### src/rtl/pipeline_controller_pkg.sv
// Shared types and defaults for the in-order pipeline stall/flush controller.
package pipeline_controller_pkg;

  typedef enum logic [1:0] {
    RUN      = 2'd0,
    MEM_WAIT = 2'd1,
    ERROR    = 2'd2
  } state_e;

  localparam int DEF_MEM_TIMEOUT = 15;
  localparam int DEF_CNT_W       = 16;
  localparam int REG_IDX_W       = 5;

endpackage

### src/rtl/pipeline_controller_load_use.sv
// Load-use hazard: a load in ID/EX writes a register the IF/ID instruction reads.
import pipeline_controller_pkg::*;

module load_use_detect (
  input  logic                 idex_memread,
  input  logic [REG_IDX_W-1:0] idex_rd,
  input  logic [REG_IDX_W-1:0] ifid_rs1,
  input  logic [REG_IDX_W-1:0] ifid_rs2,
  output logic                 hazard
);

  // x0 is hardwired, so a load into it never creates a dependency
  assign hazard = idex_memread && (idex_rd != '0) &&
                  ((idex_rd == ifid_rs1) || (idex_rd == ifid_rs2));

endmodule

### src/rtl/pipeline_controller.sv
// Pipeline register enable/flush control: load-use stalls, redirect flushes,
// memory wait freezes with a timeout into a sticky error state.
import pipeline_controller_pkg::*;

module pipeline_controller #(
  parameter int MEM_TIMEOUT = DEF_MEM_TIMEOUT,
  parameter int CNT_W       = DEF_CNT_W
) (
  input  logic                 clk,
  input  logic                 reset,
  input  logic                 idex_memread,
  input  logic [REG_IDX_W-1:0] idex_rd,
  input  logic [REG_IDX_W-1:0] ifid_rs1,
  input  logic [REG_IDX_W-1:0] ifid_rs2,
  input  logic                 redirect,
  input  logic                 mem_req,
  input  logic                 mem_ready,
  output logic                 pc_enable,
  output logic                 ifid_enable,
  output logic                 idex_enable,
  output logic                 exmem_enable,
  output logic                 memwb_enable,
  output logic                 ifid_flush,
  output logic                 idex_flush,
  output logic                 mem_error,
  output logic [CNT_W-1:0]     stall_count
);

  localparam int TW = $clog2(MEM_TIMEOUT + 1);

  state_e          r_state;
  logic [TW-1:0]   r_timer;
  logic [CNT_W-1:0] r_stall_cnt;

  state_e          w_next;
  logic            w_hazard;
  logic            w_mem_block;
  logic [TW-1:0]   w_wait_cnt;

  load_use_detect u_lud (
    .idex_memread (idex_memread),
    .idex_rd      (idex_rd),
    .ifid_rs1     (ifid_rs1),
    .ifid_rs2     (ifid_rs2),
    .hazard       (w_hazard)
  );

  assign w_mem_block = mem_req && !mem_ready;
  // Blocked cycles already spent before this one; RUN starts a fresh count
  assign w_wait_cnt  = (r_state == RUN) ? '0 : r_timer;

  always_comb begin
    w_next       = r_state;
    pc_enable    = 1'b0;
    ifid_enable  = 1'b0;
    idex_enable  = 1'b0;
    exmem_enable = 1'b0;
    memwb_enable = 1'b0;
    ifid_flush   = 1'b0;
    idex_flush   = 1'b0;
    mem_error    = 1'b0;
    case (r_state)
      RUN, MEM_WAIT: begin
        if (w_mem_block) begin
          w_next = (w_wait_cnt == TW'(MEM_TIMEOUT - 1)) ? ERROR : MEM_WAIT;
        end else if (redirect) begin
          w_next       = RUN;
          pc_enable    = 1'b1;
          ifid_enable  = 1'b1;
          idex_enable  = 1'b1;
          exmem_enable = 1'b1;
          memwb_enable = 1'b1;
          ifid_flush   = 1'b1;
          idex_flush   = 1'b1;
        end else if (w_hazard) begin
          w_next       = RUN;
          idex_enable  = 1'b1;
          idex_flush   = 1'b1;
          exmem_enable = 1'b1;
          memwb_enable = 1'b1;
        end else begin
          w_next       = RUN;
          pc_enable    = 1'b1;
          ifid_enable  = 1'b1;
          idex_enable  = 1'b1;
          exmem_enable = 1'b1;
          memwb_enable = 1'b1;
        end
      end
      ERROR: begin
        w_next    = ERROR;
        mem_error = 1'b1;
      end
      default: w_next = RUN;
    endcase
    if (reset) begin
      pc_enable    = 1'b0;
      ifid_enable  = 1'b0;
      idex_enable  = 1'b0;
      exmem_enable = 1'b0;
      memwb_enable = 1'b0;
      ifid_flush   = 1'b0;
      idex_flush   = 1'b0;
      mem_error    = 1'b0;
    end
  end

  // Timer holds the number of blocked cycles including the one just taken,
  // so the MEM_TIMEOUT-th consecutive blocked edge lands in ERROR.
  always_ff @(posedge clk or posedge reset) begin
    if (reset) begin
      r_state <= RUN;
      r_timer <= '0;
    end else begin
      r_state <= w_next;
      if (w_next == MEM_WAIT) begin
        if (w_wait_cnt != '1) r_timer <= w_wait_cnt + TW'(1);
      end else if (w_next == RUN) begin
        r_timer <= '0;
      end
    end
  end

  always_ff @(posedge clk or posedge reset) begin
    if (reset)                                     r_stall_cnt <= '0;
    else if (!pc_enable && (r_stall_cnt != '1))    r_stall_cnt <= r_stall_cnt + CNT_W'(1);
  end

  assign stall_count = r_stall_cnt;

endmodule

### config.mk
export PLATFORM = sky130hd
export DESIGN_NAME = pipeline_controller
export DESIGN_NICKNAME = d
export VERILOG_FILES = /design/src/rtl/pipeline_controller_pkg.sv /design/src/rtl/pipeline_controller_load_use.sv /design/src/rtl/pipeline_controller.sv
export SDC_FILE = /design/constraint.sdc
export NUM_CORES = 1
export LEC_CHECK = 0
export ABC_AREA = 1
export BUFFER_PORTS_ARGS = -buffer_cell sky130_fd_sc_hd__buf_4
export CELL_PAD_IN_SITES_DETAIL_PLACEMENT = 1
export CELL_PAD_IN_SITES_GLOBAL_PLACEMENT = 1
export CORE_ASPECT_RATIO = 1.1
export CORE_MARGIN = 2
export CORE_UTILIZATION = 30
export DETAILED_ROUTE_END_ITERATION = 16
export PLACE_DENSITY = 0.78
export REMOVE_ABC_BUFFERS = 1
export SYNTH_ARGS = -nofsm -noshare
export SYNTH_HDL_FRONTEND = slang
export SYNTH_SLANG_ARGS = --single-unit
### constraint.sdc
create_clock -name clk -period 1.65 [get_ports clk]
set_input_delay 0.0825 -clock clk [delete_from_list [all_inputs] [get_ports clk]]
set_output_delay 0.0825 -clock clk [all_outputs]
set_load 0.01 [all_outputs]
==> results of run 1 <==
power breakdown:
part	internal [mW]	switching (mW)	total, mW	leakage (nW)
Sequential	0.539	0	0.539	0.265
Clock	0.213	0.185	0.398	0.0288
Combinational	0.0528	0.0567	0.110	1.12
cells by family (layout without fill, tap and decap cells):
logic type | after synthesis | count (layout) | synth area share
flops | 22 | 22 | 0.3361
xor+xnor | 13 | 13 | 0.06952
compound gates | 11 | 11 | 0.03667
fa+ha+maj | 3 | 3 | 0.02292
simple gates | 152 | 153 | 0.4309
buf+inv | 39 | 119 | 0.1039
cell usage after synthesis (all sizes together), types with 3 or more instances:
cell type,count
buf,8
inv,30
ha,3
nand3,17
xnor2,6
xor2,7
nor3,6
dfrtp,22
nor2,24
o21ai,8
nand2,84
nand4,20
layout make-up:
class / count / share of cell area
clock buffer: 4 / 0.02151
inverter: 31 / 0.04545
multi-input combinational: 180 / 0.4135
sequential: 22 / 0.2160
tap: 75 / 0.03666
timing repair buffer: 84 / 0.2669
metal layers:
layer	track usage	share of wire	vias to the layer above
met5	0	0	-
met4	0.03571	0.0053	0
met3	0.02209	0.032	6
met2	0.3080	0.55	42
met1	0.2100	0.41	925
li1	-	-	932
path summary, 6_finish.rpt:
path | from | slack (ns) | to | cells after the start
max | stall_count[0] | 0.02 | stall_count[13] | 9
max reg2reg | stall_count[0] | 0.02 | stall_count[13] | 9
min reg2reg | stall_count[2] | 0.56 | stall_count[2] | 2
max in group asynchronous | reset | 0.96 | stall_count[2] | 4
min in group asynchronous | reset | 0.44 | r_state[1] | 4
min | mem_ready | 0.11 | r_state[1] | 3
timing repair:
action                                  in CTS  in global routing
buffers inserted                             2                 13
hold buffers                                 1                  0
endpoints found under the setup margin       8                 23
cloned                                       0                  2
hold endpoints to repair                    22                  0
pin swaps                                    1                 16
gates resized for setup                      6                 29
registers in the layout (all words and copies together), names as in the netlist:
| signal | cells |
|---|---|
| r_timer | 4 |
| stall_count | 16 |
| r_state | 2 |
worst min-delay path, stage by stage:
cell	delay (ns)
buf_4	0.08
o31ai_1	0.06
a21boi_1	0.12
==> qor.txt, run 1 <==
outcome: completed
ant diodes: 0
crit path DAT: 1.79 ns
Buffers on Ports: 44
slack of the critical path: 0.02254 ns
Pwr Density: 408.4 nW/um2
Placement Cell Area: 2193 um2
largest net degree at the start of global routing: 23
#FFs+latches synth: 22
critical path class: reg -> reg
Fmax: 614.5 MHz
NumNets Final: 346
DRC: 0
Worst Path Buf+Inv: 2
VDD IR max: 288.4 uV
cell count after placement: 374
fin. max-slew vios: 0
I/O pin count: 45
share of layout cells above drive strength 1: 0.3863
fin area: 2560 um2
Mapped Avg Cell Area: 6.824 um2
sequential cell area: 553.0 um2
Final min period: 1.627 ns
area added between synthesis and finish: 56.30%
final wirelength: 5702 um
Synth area leaders: dfrtp_1 (34%), nand2_1 (19%), nand4_1 (7.6%)
Clock Latency Late Sink: 0.27 ns
Worst path top cell family by delay: simple AND/OR/NAND/NOR gates
synthesis warning total: 0
Worst EP required: 1.81 ns
final setup violation count: 0
pre-CTS setup slack: -0.1084 ns
Vias/cell: 4.811
Setup crit start kind: flip-flop
clk sinks: 22
Detailed Place HPWL: 3816 um
H-tree depth: 1
register area share after synthesis: 0.3361
critical path's slowest cell: dfrtp_1
max_slew headroom: 0.7560
Layout Cells excl Fill: 396
fraction of registers with async set/reset: 1.000
area share of the largest cell type after synthesis: 0.3361
total grt overflow: 0
global-route wire length before repair: 8059 um
most frequent cells in the layout: nand2_1 (78), buf_4 (78), inv_1 (21)
final hold vios: 0
crit path max fanout: 8
unrepaired setup endpoints after global routing: yes
Post-Syn Area: 1638 um2
total power: 1.046 mW
Synth area leader: dfrtp_1
CTS Buf Count: 3
Max-Cap Viols: 0
Setup crit end kind: flip-flop
number of synthesized flops with an enable pin: 0
Worst Max-Slew Pin Slew: 0.3646 ns
core area: 5325 um2
gr usage total: 0.1686
synthesized instance count: 240
FP Rows: 28
critical-path cell list: ha_2 > inv_2 > nor2_4 > nand3b_4 > nor3_4 > nand2_4 > clkbuf_16 > nand4_1 > nand2_1
leakage: 1.415 nW
final clock period utilization by the worst path: 0.9863
Reg clk slew, reported paths: 0.09 ns
critical path's largest stage delay: 0.37 ns
Initial Util: 0.3076
unique cell type count in the Yosys netlist: 27
vias in the first global route: 1770
CTS tree: done
Setup Skew: 0.004922 ns
Die W: 74.45 um
DR iter-0 viols: 91
post-layout util: 0.4807
final hold slack: 0.1060 ns
layout filler cell count: 689
antenna viol nets, final: 0
Root Buffer: clkbuf_8
Die H: 81.50 um
area of the die: 6067 um2
drt pass-1 iters: 5
vias: 1905
Hold WC Path Type: in -> reg
initial antenna violation count: 0
RePlAce Congestion: 0.7912
Max Root-Sink Buffers: 2
WL/cell: 14.40 um
area occupied by multi-input gates: 1059 um2
setup TNS: 0 ns
ys flop type: dfrtp_1
Power figures use the tool's default switching activity.
==> inputs of run 2 (changes only) <==
==> constraint.sdc (replaced) <==
create_clock -name clk -period 1.42 [get_ports clk]
set_input_delay 0.071 -clock clk [delete_from_list [all_inputs] [get_ports clk]]
set_output_delay 0.071 -clock clk [all_outputs]
set_load 0.01 [all_outputs]
==> run 2 against run 1 <==
The flow now finishes with violations (negative setup slack). Die area unchanged. Critical path type unchanged. Cell count up 4.5%. Maximum frequency up 1.1%. Non-clock buffer count up 19.
==> qor.txt, run 2 (synthesized netlist as in run 1, its figures left out) <==
total power: 1.167 mW
WL/cell: 16.32 um
slack of the critical path: -0.1891 ns
unrepaired setup endpoints after global routing: yes
Buffers on Ports: 44
gr usage total: 0.2336
NumNets Final: 365
Fmax: 621.5 MHz
initial antenna violation count: 0
Pwr Density: 413.1 nW/um2
area of the die: 6067 um2
clk sinks: 22
critical path's largest stage delay: 0.42 ns
critical path class: reg -> reg
final hold slack: 0.1461 ns
area added between synthesis and finish: 72.50%
RePlAce Congestion: 0.8271
Worst Max-Slew Pin Slew: 0.4482 ns
Worst EP required: 1.58 ns
crit path max fanout: 7
final clock period utilization by the worst path: 1.133
antenna viol nets, final: 0
commonest non-fill, non-tap cell in the layout: buf_4
largest net degree at the start of global routing: 23
vias in the first global route: 2211
drt pass-1 iters: 4
VDD IR max: 249.0 uV
Worst Path Buf+Inv: 2
outcome: finished, violations left
area occupied by multi-input gates: 1169 um2
Final min period: 1.609 ns
Setup crit end kind: flip-flop
Detailed Place HPWL: 4411 um
crit path DAT: 1.77 ns
critical-path cell list: nor2_4 > nor2_4 > inv_2 > ha_4 > nand3_4 > nand3_4 > inv_4 > nand2_4 > nand2_4 > nand3_2 > o21ai_2
Reg clk slew, reported paths: 0.08 ns
post-layout util: 0.5305
ant diodes: 0
sequential cell area: 550.5 um2
CTS tree: done
Clock Latency Late Sink: 0.27 ns
Initial Util: 0.3076
Setup crit start kind: flip-flop
Max-Cap Viols: 0
max_slew headroom: 0.7001
leakage: 1.532 nW
max reg flops: 16
Setup Skew: 0.002796 ns
Die W: 74.45 um
Die H: 81.50 um
final wirelength: 6755 um
pre-CTS setup slack: -0.4004 ns
fin. max-slew vios: 0
core area: 5325 um2
failing checks: negative setup slack
Max Root-Sink Buffers: 2
total grt overflow: 0
global-route wire length before repair: 10680 um
final setup violation count: 28
Root Buffer: clkbuf_8
vias: 2058
final hold vios: 0
Vias/cell: 4.971
DRC: 0
FP Rows: 28
Hold WC Path Type: in -> reg
most frequent cells in the layout: buf_4 (84), nand2_1 (74), dfrtp_1 (22)
critical path's slowest cell: dfrtp_1
Worst path top cell family by delay: simple AND/OR/NAND/NOR gates
layout filler cell count: 681
CTS Buf Count: 3
DR iter-0 viols: 87
H-tree depth: 1
share of layout cells above drive strength 1: 0.4602
I/O pin count: 45
[run 2: cell count changes in the layout (fill, tap and decap cells not counted), moves of 3 or more]
cell,before,now
nand2_2,1,4
buf_6,2,17
nand3_1,11,8
nand2_1,78,74
buf_4,78,84
nand3_4,1,4
[run 2: worst paths after layout]
| check | depth (start not counted) | from | endpoint | slack, ns |
|---|---|---|---|---|
| max reg2reg | 11 | r_state[0] | r_timer[0] | -0.19 |
| min in group asynchronous | 4 | reset | r_state[1] | 0.44 |
| max | 11 | r_state[0] | r_timer[0] | -0.19 |
| max in group asynchronous | 4 | reset | stall_count[6] | 0.74 |
| min | 3 | mem_ready | r_state[1] | 0.15 |
| min reg2reg | 2 | r_timer[1] | r_timer[1] | 0.56 |
[run 2: through the flow]
stage / instances / setup TNS [ns] / area [um2]
after floorplan: 232 / -10.88 / 1584
after global placement: 400 / -1.738 / 2389
after detailed placement: 400 / -4.176 / 2389
after CTS: 413 / -2.826 / 2729
after global routing: 414 / -6.069 / 2825
final: 414 / -3.960 / 2825
[run 2: timing repair]
action / 4_1_cts / 5_1_grt
hold endpoints to repair: 22 / 0
pin swaps: 28 / 9
hold buffers: 1 / 0
setup buffers: 8 / 1
cloned: 1 / 0
endpoints found under the setup margin: 26 / 29
resized for setup: 54 / 18
[run 2: worst register-to-register path: cells and delay by family (launching register included)]
family / cells / cell delay [ns]
AOI/OAI and AO/OA: 1 / 0.06
adders and majority gates: 1 / 0.14
buffers and inverters: 2 / 0.14
DFF: 1 / 0.42
and+or+nand+nor: 7 / 0.74
[run 2: per-layer routing]
layer | vias to the layer above | routed length [um] | GRT usage
li1 | 968 | - | -
met1 | 1008 | 2545 | 0.2591
met2 | 59 | 3711 | 0.4398
met3 | 23 | 225 | 0.02454
met4 | 0 | 273 | 0.1071
met5 | - | 0 | 0
[run 2: where the power goes]
group | leakage (nW) | switching (mW) | internal [mW]
sequential | 0.267 | 0 | 0.626
combinational | 1.24 | 0.0719 | 0.0619
clock | 0.0216 | 0.218 | 0.190
[run 2: cell type report]
cell class,instances,area share
clock buffers,3,0.01461
flip-flops and latches,22,0.1949
multi-input cells,180,0.4136
well taps,75,0.03322
inverters,31,0.04207
repair buffers,103,0.3016
==> inputs of run 3 (changes only) <==
==> constraint.sdc (replaced) <==
create_clock -name clk -period 1.42 [get_ports clk]
set_input_delay 0.142 -clock clk [delete_from_list [all_inputs] [get_ports clk]]
set_output_delay 0.142 -clock clk [all_outputs]
set_load 0.01 [all_outputs]
==> run 3 against run 2 <==
The flow still finishes with violations (negative setup slack). Sequential power is essentially flat. Clock-buffer cell count is the same. Die area is the same. Critical endpoint is now idex_flush. First-iteration DRC count grew 32%. Total power grew 0.42%. Non-clock buffer count grew 3. Global-route usage grew 0.58 points. Core utilization grew 0.94 points. Maximum frequency shrank 1.7%. Highest routed layer unchanged. Wire length grew 0.19%. Worst setup slack lost 0.027 ns.
==> qor.txt, run 3 (synthesized netlist as in run 1, its figures left out) <==
outcome: finished, violations left
failing checks: negative setup slack
critical path's slowest cell: dfrtp_1
core area: 5325 um2
Setup crit end kind: output pin
crit path DAT: 1.49 ns
sequential cell area: 550.5 um2
leakage: 1.567 nW
I/O pin count: 45
final hold vios: 0
share of layout cells above drive strength 1: 0.4474
reg-to-reg slack, setup: -0.19 ns
VDD IR max: 263.6 uV
commonest non-fill, non-tap cell in the layout: buf_4
total power: 1.172 mW
reg2reg path depth: 8
Worst path top cell family by delay: flip-flops
DRC: 0
RePlAce Congestion: 0.8134
most used cell, CP: buf_6
Final min period: 1.636 ns
initial antenna violation count: 0
met1 usage: 0.2460
gr usage total: 0.2394
Fmax: 611.2 MHz
critical path's largest stage delay: 0.44 ns
DR iter-0 viols: 115
area occupied by multi-input gates: 1141 um2
max reg flops: 16
Worst Max-Slew Pin Slew: 0.3258 ns
M3 GR Usage: 0.02209
Vias/cell: 4.993
CTS Buf Count: 3
clk sinks: 22
slack of the critical path: -0.2161 ns
global-route wire length before repair: 10940 um
hold path depth: 3
drt pass-1 iters: 4
Setup crit start kind: flip-flop
Pwr Density: 407.6 nW/um2
Root Buffer: clkbuf_8
Placement Cell Area: 2414 um2
reg2reg start: r_state[1]
FP Rows: 28
setup TNS: -4.260 ns
layout filler cell count: 679
Detailed Place HPWL: 4520 um
Reg clk slew, reported paths: 0.09 ns
Buffers on Ports: 44
Worst EP required: 1.28 ns
Hold WC Path Type: in -> reg
total grt overflow: 0
WL/cell: 16.23 um
Clock Latency Late Sink: 0.27 ns
unrepaired setup endpoints after global routing: yes
area added between synthesis and finish: 75.55%
antenna viol nets, final: 0
most frequent cells in the layout: buf_4 (80), nand2_1 (78), dfrtp_1 (22)
Top Usage Layer GRT: met2
RR Endpoint: stall_count[1]
critical path class: reg -> out
Worst Path Buf+Inv: 3
Max Root-Sink Buffers: 2
fin. max-slew vios: 0
Initial Util: 0.3076
final clock period utilization by the worst path: 1.152
crit path max fanout: 5
vias: 2082
max_slew headroom: 0.7805
area of the die: 6067 um2
met2 Use GR: 0.4841
H-tree depth: 1
Max-Cap Viols: 0
final setup violation count: 29
critical-path cell list: buf_6 > nor3_4 > nand2_1 > buf_6 > nand2_2 > buf_6
fin area: 2875 um2
Die H: 81.50 um
largest net degree at the start of global routing: 23
CTS tree: done
Setup Skew: 0.006789 ns
Hold EP: r_state[1]
ant diodes: 0
vias in the first global route: 2302
NumNets Final: 368
Hold Startpoint: mem_ready
Die W: 74.45 um
final wirelength: 6768 um
[run 3: cell type report]
| class | instances | share of cell area |
|---|---|---|
| multi-input combinational | 180 | 0.3969 |
| timing repair buffer | 106 | 0.3242 |
| sequential | 22 | 0.1915 |
| inverter | 31 | 0.04047 |
| tap | 75 | 0.03264 |
| clock buffer | 3 | 0.01436 |
[run 3: per-stage QoR]
step | cells | setup slack, ns | utilization | hold slack [ns]
after CTS | 417 | -0.1570 | 0.5129 | 0.1920
after detailed placement | 400 | -0.3148 | 0.4532 | 0.2347
after floorplan | 232 | -0.5498 | - | 0.1312
after global placement | 400 | -0.2219 | 0.4532 | 0.2229
final | 417 | -0.2161 | 0.5399 | 0.2062
after global routing | 417 | -0.2807 | 0.5399 | 0.2067
[run 3: worst max path at each step]
stage,startpoint,end,slack [ns],cells past startpoint
6_report,r_state[1],idex_flush,-0.22,6
3_3_place_gp,r_state[0],r_timer[0],-0.22,11
3_5_place_dp,r_state[0],r_timer[0],-0.31,10
4_1_cts,stall_count[1],stall_count[1],-0.16,9
5_1_grt,r_state[1],ifid_enable,-0.28,6
2_1_floorplan,r_state[1],stall_count[10],-0.55,5
[run 3: metal layers]
metal	wire length, um	up-vias	share of wire
met5	0	-	0
met2	3938	38	0.58
met3	159	16	0.023
li1	-	975	-
met4	159	0	0.023
met1	2511	1053	0.37
[run 3: power breakdown]
part | switching (mW) | internal (mW) | total [mW]
clock | 0.219 | 0.190 | 0.409
sequential | 0 | 0.626 | 0.626
combinational | 0.0743 | 0.0631 | 0.137
total | 0.293 | 0.879 | 1.17
[run 3: timing repair]
action	4_1_cts	5_1_grt
setup buffers	12	1
gates cloned	1	1
gates resized for setup	39	28
endpoints found under the setup margin	29	30
hold endpoints to repair	22	0
pin swaps	16	33
hold buffers	1	0
[run 3: worst min-delay path, delay by kind of cell]
family | cells | cell delay, ns
buf+inv | 1 | 0.10
compound gates | 2 | 0.20
